$ cat src/rtl/vcid_demux_stage.sv
// VC-ID demux stage: steers each valid word from the Main FIFO pop stage into
// the VC0 or VC1 FIFO by its select bit. Pushes are registered (1-cycle latency).
// Saturating per-VC push counters, a drop counter and a sticky drop flag track traffic.
module vcid_demux_stage #(
   parameter int unsigned DATA_W = 6,
   parameter int unsigned VC_BIT = 4,
   parameter int unsigned CNT_W  = 8
) (
   input  logic              clk,
   input  logic              reset,
   input  logic [DATA_W-1:0] demux_vcid_in,
   input  logic              demux_vcid_valid_in,
   input  logic              VC0_full,
   input  logic              VC1_full,
   input  logic              clr_counts,
   output logic [DATA_W-1:0] VC0_data_in,
   output logic              VC0_push,
   output logic [DATA_W-1:0] VC1_data_in,
   output logic              VC1_push,
   output logic [CNT_W-1:0]  VC0_count,
   output logic [CNT_W-1:0]  VC1_count,
   output logic [CNT_W-1:0]  drop_count,
   output logic              drop_err
);

   localparam logic [CNT_W-1:0] CntMax = '1;
   localparam logic [CNT_W-1:0] CntOne = {{(CNT_W-1){1'b0}}, 1'b1};

   logic              sel;
   logic              acc0, acc1, drop;
   logic [DATA_W-1:0] vc0_data_d, vc0_data_q, vc1_data_d, vc1_data_q;
   logic              vc0_push_d, vc0_push_q, vc1_push_d, vc1_push_q;
   logic [CNT_W-1:0]  vc0_cnt_d, vc0_cnt_q, vc1_cnt_d, vc1_cnt_q, drop_cnt_d, drop_cnt_q;
   logic              drop_err_d, drop_err_q;

   // Clear wins over the old value, but an event in the clearing cycle still counts as one.
   function automatic logic [CNT_W-1:0] cnt_next(input logic [CNT_W-1:0] cur,
                                                 input logic ev, input logic clr);
      logic [CNT_W-1:0] res;
      if (clr) begin
         res = ev ? CntOne : '0;
      end else if (ev && (cur != CntMax)) begin
         res = cur + CntOne;
      end else begin
         res = cur;
      end
      return res;
   endfunction

   // Decode target VC and whether its FIFO can take the word this cycle.
   always_comb begin
      sel  = demux_vcid_in[VC_BIT];
      acc0 = demux_vcid_valid_in && !sel && !VC0_full;
      acc1 = demux_vcid_valid_in &&  sel && !VC1_full;
      drop = demux_vcid_valid_in && (sel ? VC1_full : VC0_full);
   end

   // Next-state for push/data outputs, counters and the sticky drop flag.
   always_comb begin
      vc0_push_d = acc0;
      vc1_push_d = acc1;
      vc0_data_d = acc0 ? demux_vcid_in : '0;
      vc1_data_d = acc1 ? demux_vcid_in : '0;
      vc0_cnt_d  = cnt_next(vc0_cnt_q, acc0, clr_counts);
      vc1_cnt_d  = cnt_next(vc1_cnt_q, acc1, clr_counts);
      drop_cnt_d = cnt_next(drop_cnt_q, drop, clr_counts);
      drop_err_d = clr_counts ? drop : (drop_err_q || drop);
   end

   // State registers; reset overrides everything, including a word in the same cycle.
   always_ff @(posedge clk) begin
      if (reset) begin
         vc0_data_q <= '0;
         vc1_data_q <= '0;
         vc0_push_q <= 1'b0;
         vc1_push_q <= 1'b0;
         vc0_cnt_q  <= '0;
         vc1_cnt_q  <= '0;
         drop_cnt_q <= '0;
         drop_err_q <= 1'b0;
      end else begin
         vc0_data_q <= vc0_data_d;
         vc1_data_q <= vc1_data_d;
         vc0_push_q <= vc0_push_d;
         vc1_push_q <= vc1_push_d;
         vc0_cnt_q  <= vc0_cnt_d;
         vc1_cnt_q  <= vc1_cnt_d;
         drop_cnt_q <= drop_cnt_d;
         drop_err_q <= drop_err_d;
      end
   end

   assign VC0_data_in = vc0_data_q;
   assign VC1_data_in = vc1_data_q;
   assign VC0_push    = vc0_push_q;
   assign VC1_push    = vc1_push_q;
   assign VC0_count   = vc0_cnt_q;
   assign VC1_count   = vc1_cnt_q;
   assign drop_count  = drop_cnt_q;
   assign drop_err    = drop_err_q;

endmodule

$ cat config.mk
export PLATFORM = sky130hd
export DESIGN_NAME = vcid_demux_stage
export DESIGN_NICKNAME = d
export VERILOG_FILES = /design/src/rtl/vcid_demux_stage.sv
export SDC_FILE = /design/constraint.sdc
export NUM_CORES = 1
export LEC_CHECK = 0
export CAP_MARGIN = 20
export CORE_MARGIN = 5
export CORE_UTILIZATION = 30
export DETAILED_ROUTE_END_ITERATION = 10
export DONT_BUFFER_PORTS = 1
export PLACE_DENSITY = 0.46
export SYNTH_ARGS = -nofsm -noshare
export SYNTH_HDL_FRONTEND = slang
export SYNTH_SLANG_ARGS = --single-unit
$ cat constraint.sdc
create_clock -name clk -period 3.2 [get_ports clk]
set_clock_uncertainty 0.2 [all_clocks]
set_input_delay 0.48 -clock clk [delete_from_list [all_inputs] [get_ports clk]]
set_output_delay 0.48 -clock clk [all_outputs]
set_load 0.01 [all_outputs]
; Word-level counts from Yosys, hierarchy flattened
; Index checks and enable logic that the tools add are counted.
[word_totals]
regBits = 39
inputBits = 12
word_cells = 44
out_inout_bits = 39
[op_classes]
bitwise_logic = 2
n_reduce_logical = 17
eq_ne = 3
n_addsub = 3
mux = 11
[ops]
columns = cell, count
row1 = $mux W8, 6
row2 = $add A8 B1 Y8 const B, 3
row3 = $ne A8 B8 Y1 const B, 3
row4 = $logic_and A1 B1 Y1, 8
row5 = $reduce_bool A2 Y1, 3
row6 = $mux W1, 5
row7 = $reduce_or A2 Y1, 2
row8 = $logic_not A1 Y1, 3
row9 = $not A1 Y1, 2
row10 = $logic_or A1 B1 Y1, 1

; Depth between registers and ports, before layout
[depth]
ltp_word = 6
ltp_mapped = 5
mapped_depth_nobuf = 5

; Worst setup path after synthesis
; No wires, ideal clock.
[synth_timing]
kind = register to register
from = register vc1_cnt_q[0] (netlist: VC1_count[0])
to = register vc1_cnt_q[1] (netlist: VC1_count[1])
path_stages_with_launch = 6
period_less_slack_ns = 1.639
t_arrival_ns = 1.324
required_ns = 2.886
n_path_buf = 0
setup_time_ns = 0.114
setup_slack_ns = 1.561
cell_sequence = dfxtp_1 ha_1 nand4_1 o21ai_0 mux2i_1 nor2_1
[synth_between]
elab_chain_len = 3
word_cells_on_any_way = 6
classes_between = add/sub (1) / eq/ne (1) / mux (2) / reduce/logical (2)
[synth_lines]
columns = item, line_no
row1 = from (decl), 33  ; logic [CNT_W-1:0] vc0_cnt_d, vc0_cnt_q, vc1_cnt_d, vc1_cnt_q, drop_cnt_d, drop_cnt_q;
row2 = from (signal assigned), 87  ; vc1_cnt_q <= vc1_cnt_d;
row3 = $add A8 B1 Y8 or $ne A8 B8 Y1 (tied branches), "43, 42"
row4 = $mux W8 or $logic_and A1 B1 Y1 (tied branches), 42  ; end else if (ev && (cur != CntMax)) begin
row5 = $mux W8 or $reduce_bool A2 Y1 (tied branches), n/a
; Parallel ways exist; a longest one is shown, timed or not. The select of a mux whose other input is x is not followed.
; A chain may end at the register's enable or synchronous reset.

; Worst setup path after layout
; Ends and elaborated chain as after synthesis.

==> metrics.txt <==
Longest Clk Path Bufs 2; Synth Net Count 193; Total Routing Usage GR 0.114; FFs w/ async S/R, synth 0; worst skew pair latency 280 ps; Slew HR 0.550; number of flops mapped to enable cells by yosys 0; Vias/cell 5.43; Hold Path Class in -> reg; top cells by area, synth dfxtp_1 47%, and2_1 4.1%, mux2i_1 3.6%; die width 84.6 microns; cells after synthesis roughly 180; Max Slew Vio Count 0; htree depth 2; final setup fails 0; CP arrival about 1900 ps; vias in the first global route between 1k and 1.5k; Routed WL 4.09 mm; setup TNS 0 ps; port bufs 0; CTS tree built; Root Buffer clkbuf_8; cts bufs inserted 5; global placer's final weighted congestion approximately 0.82; Final Net Count 196; measured slew at the worst slew-check pin approximately 670 ps; Setup Crit Path Kind reg -> reg; max-capacitance violation count 0; Max VDD drop 0.146 mV; Post-CTS Setup Bufs 0; mean cell area of the mapped netlist 9.38 sq um; met2 Usage GRT 0.189; largest stage delay on the critical path 470 ps; post-route cell area 1810 sq um; CP Launch Type flop; largest net degree at the start of global routing 18; met1 usage 0.127; area grow syn2layout 8.62%; io pins 51; Pleak between 0.6 and 0.7 nW; CP Max Fanout 6; synthesized area 1670 sq um; yosys warns 0; dpl hpwl around 3 mm; Antenna diodes 0; clk sink count 39; CTS hold repair buffers 0; initial core utilization 0.305; fmax ~530 MHz; crit-path cells ha_1 -> nand4_1 -> o21ai_0 -> mux2i_1 -> nor2_1; Reg2Reg Setup Slack roughly 1300 ps; core footprint 5470 sq um; RSZ-0062 raised after global routing no; first-pass GRT wire length 6.65 mm; DIE AREA 7160 sq um; initial antenna violation count 0; DRT iter0 DRCs around 170; die height 84.6 microns; Post-route DRC 0; CP endpoint kind flop; post-CTS sizing 0; Tmin final 1900 ps; dpl cell area approximately 1700 sq um; Final Hold Viols 0; GRT busiest layer met2; Main synth FF type dfxtp_1; Synth top area share 0.468; fraction of layout cells with a size suffix above 1 0.0718; CP max-delay cell dfxtp_1; DRT Pass-1 Iters 4; Rows 27; Reg clk slew, reported paths 70 ps; status completed; grt met3 use 0.0579; PD cells about 470 nW/um^2; Post-DRT Antenna Nets 0; Critical Path RT 3170 ps; Cell variety after synth 42; sequential area share after synthesis 0.468; Yosys top cell by area dfxtp_1; fin crit share 0.595; drt wl/cell 16.1 microns; grt ovf 0; routed vias 1375; synthesis-stage register bit count 39
state kept, by name, summed over array words and instances (netlist names):
name,flops
VC1_count,8
VC1_data_in,6
drop_err,1
VC1_push,1
VC0_push,1
VC0_data_in,6
drop_count,8
VC0_count,8
power breakdown:
group / leakage (nW) / internal (W) / switching, W
Sequential: 0.316 / 0.000492 / 0.00000805
Clock: 0.0470 / 0.000169 / 0.000164
Combinational: 0.277 / 0.0000109 / 0.0000163
cell usage after synthesis, types with 2 or more instances:
master and n:
dfxtp_1 39, nor2_1 14, nand2_1 12, and2_1 11, nand3_1 9, nor3_1 7, o21ai_0 7, a21oi_1 6
a31oi_1 6, mux2i_1 6, and3_1 5, nand4_1 5, and4_1 4, nand2b_1 4, xor2_1 4, a211oi_1 3
ha_1 3, o211ai_1 3, a41oi_1 2, buf_6 2, inv_1 2, nor2b_1 2, nor3b_1 2, o31ai_1 2
critical path: cells and delay by family, from the launching register on:
family	cells	cell delay, ps
mux	1	230
flops	1	470
compound gates	1	330
fa+ha+maj	1	320
simple gates	2	230
through the flow:
stage          hold slack [ps]  instances  power [W]  utilization  setup slack, ps
2_1_floorplan              293        178   0.000535            -             1560
3_3_place_gp               330        246   0.000538        0.315             1360
3_5_place_dp               343        246   0.000538        0.315             1240
4_1_cts                   39.6        253   0.000870        0.331             1310
5_1_grt                   30.5        253   0.000895        0.331             1180
6_report                  53.6        253   0.000860        0.331             1300
final cells by class:
type	instances	area, sq um
Fill cell	581	3660
Multi-Input combinational cell	133	847
Sequential cell	39	781
Tap cell	72	90.1
Clock buffer	6	82.6
Inverter	2	7.51
Clock inverter	1	5.00
metal layers:
layer	share of wire	wire, microns
met5	0	0
met4	0.012	50
met3	0.11	467
met2	0.46	1900
met1	0.41	1670
final timing paths:
path | from | endpoint | cells after the start
max | VC1_count[0] | VC1_count[1] | 5
min | reset | VC0_count[0] | 1
max reg2reg | VC1_count[0] | VC1_count[1] | 5
min reg2reg | drop_count[1] | drop_count[1] | 2
placed cells by master, fill, tap and decap left out, types with 2 or more instances in the layout:
cell      synthesis  final
ha_1              3      3
nand3_1           9      9
nand2_1          12     12
inv_1             2      2
o211ai_1          3      3
xor2_1            4      4
and2_1           11     11
a41oi_1           2      2
a211oi_1          3      3
nor2_1           14     14
o21ai_0           7      7
a31oi_1           6      6
dfxtp_1          39     39
and3_1            5      5
nand4_1           5      5
o31ai_1           2      2
nor3b_1           2      2
a21oi_1           6      6
nand2b_1          4      4
clkbuf_8          0      6
nor2b_1           2      2
and4_1            4      4
nor3_1            7      7
mux2i_1           6      6
cells by family after synthesis:
logic type | Yosys count | synth area share
AOI/OAI and AO/OA | 33 | 0.128
xor gates and xnor gates | 4 | 0.0210
adders and majority gates | 3 | 0.0225
buffers and inverters | 6 | 0.0247
DFF | 39 | 0.468
muxes | 7 | 0.0450
other | 1 | 0.00225
and+or+nand+nor | 85 | 0.289
No activity file was read; power rests on OpenSTA's default activity.
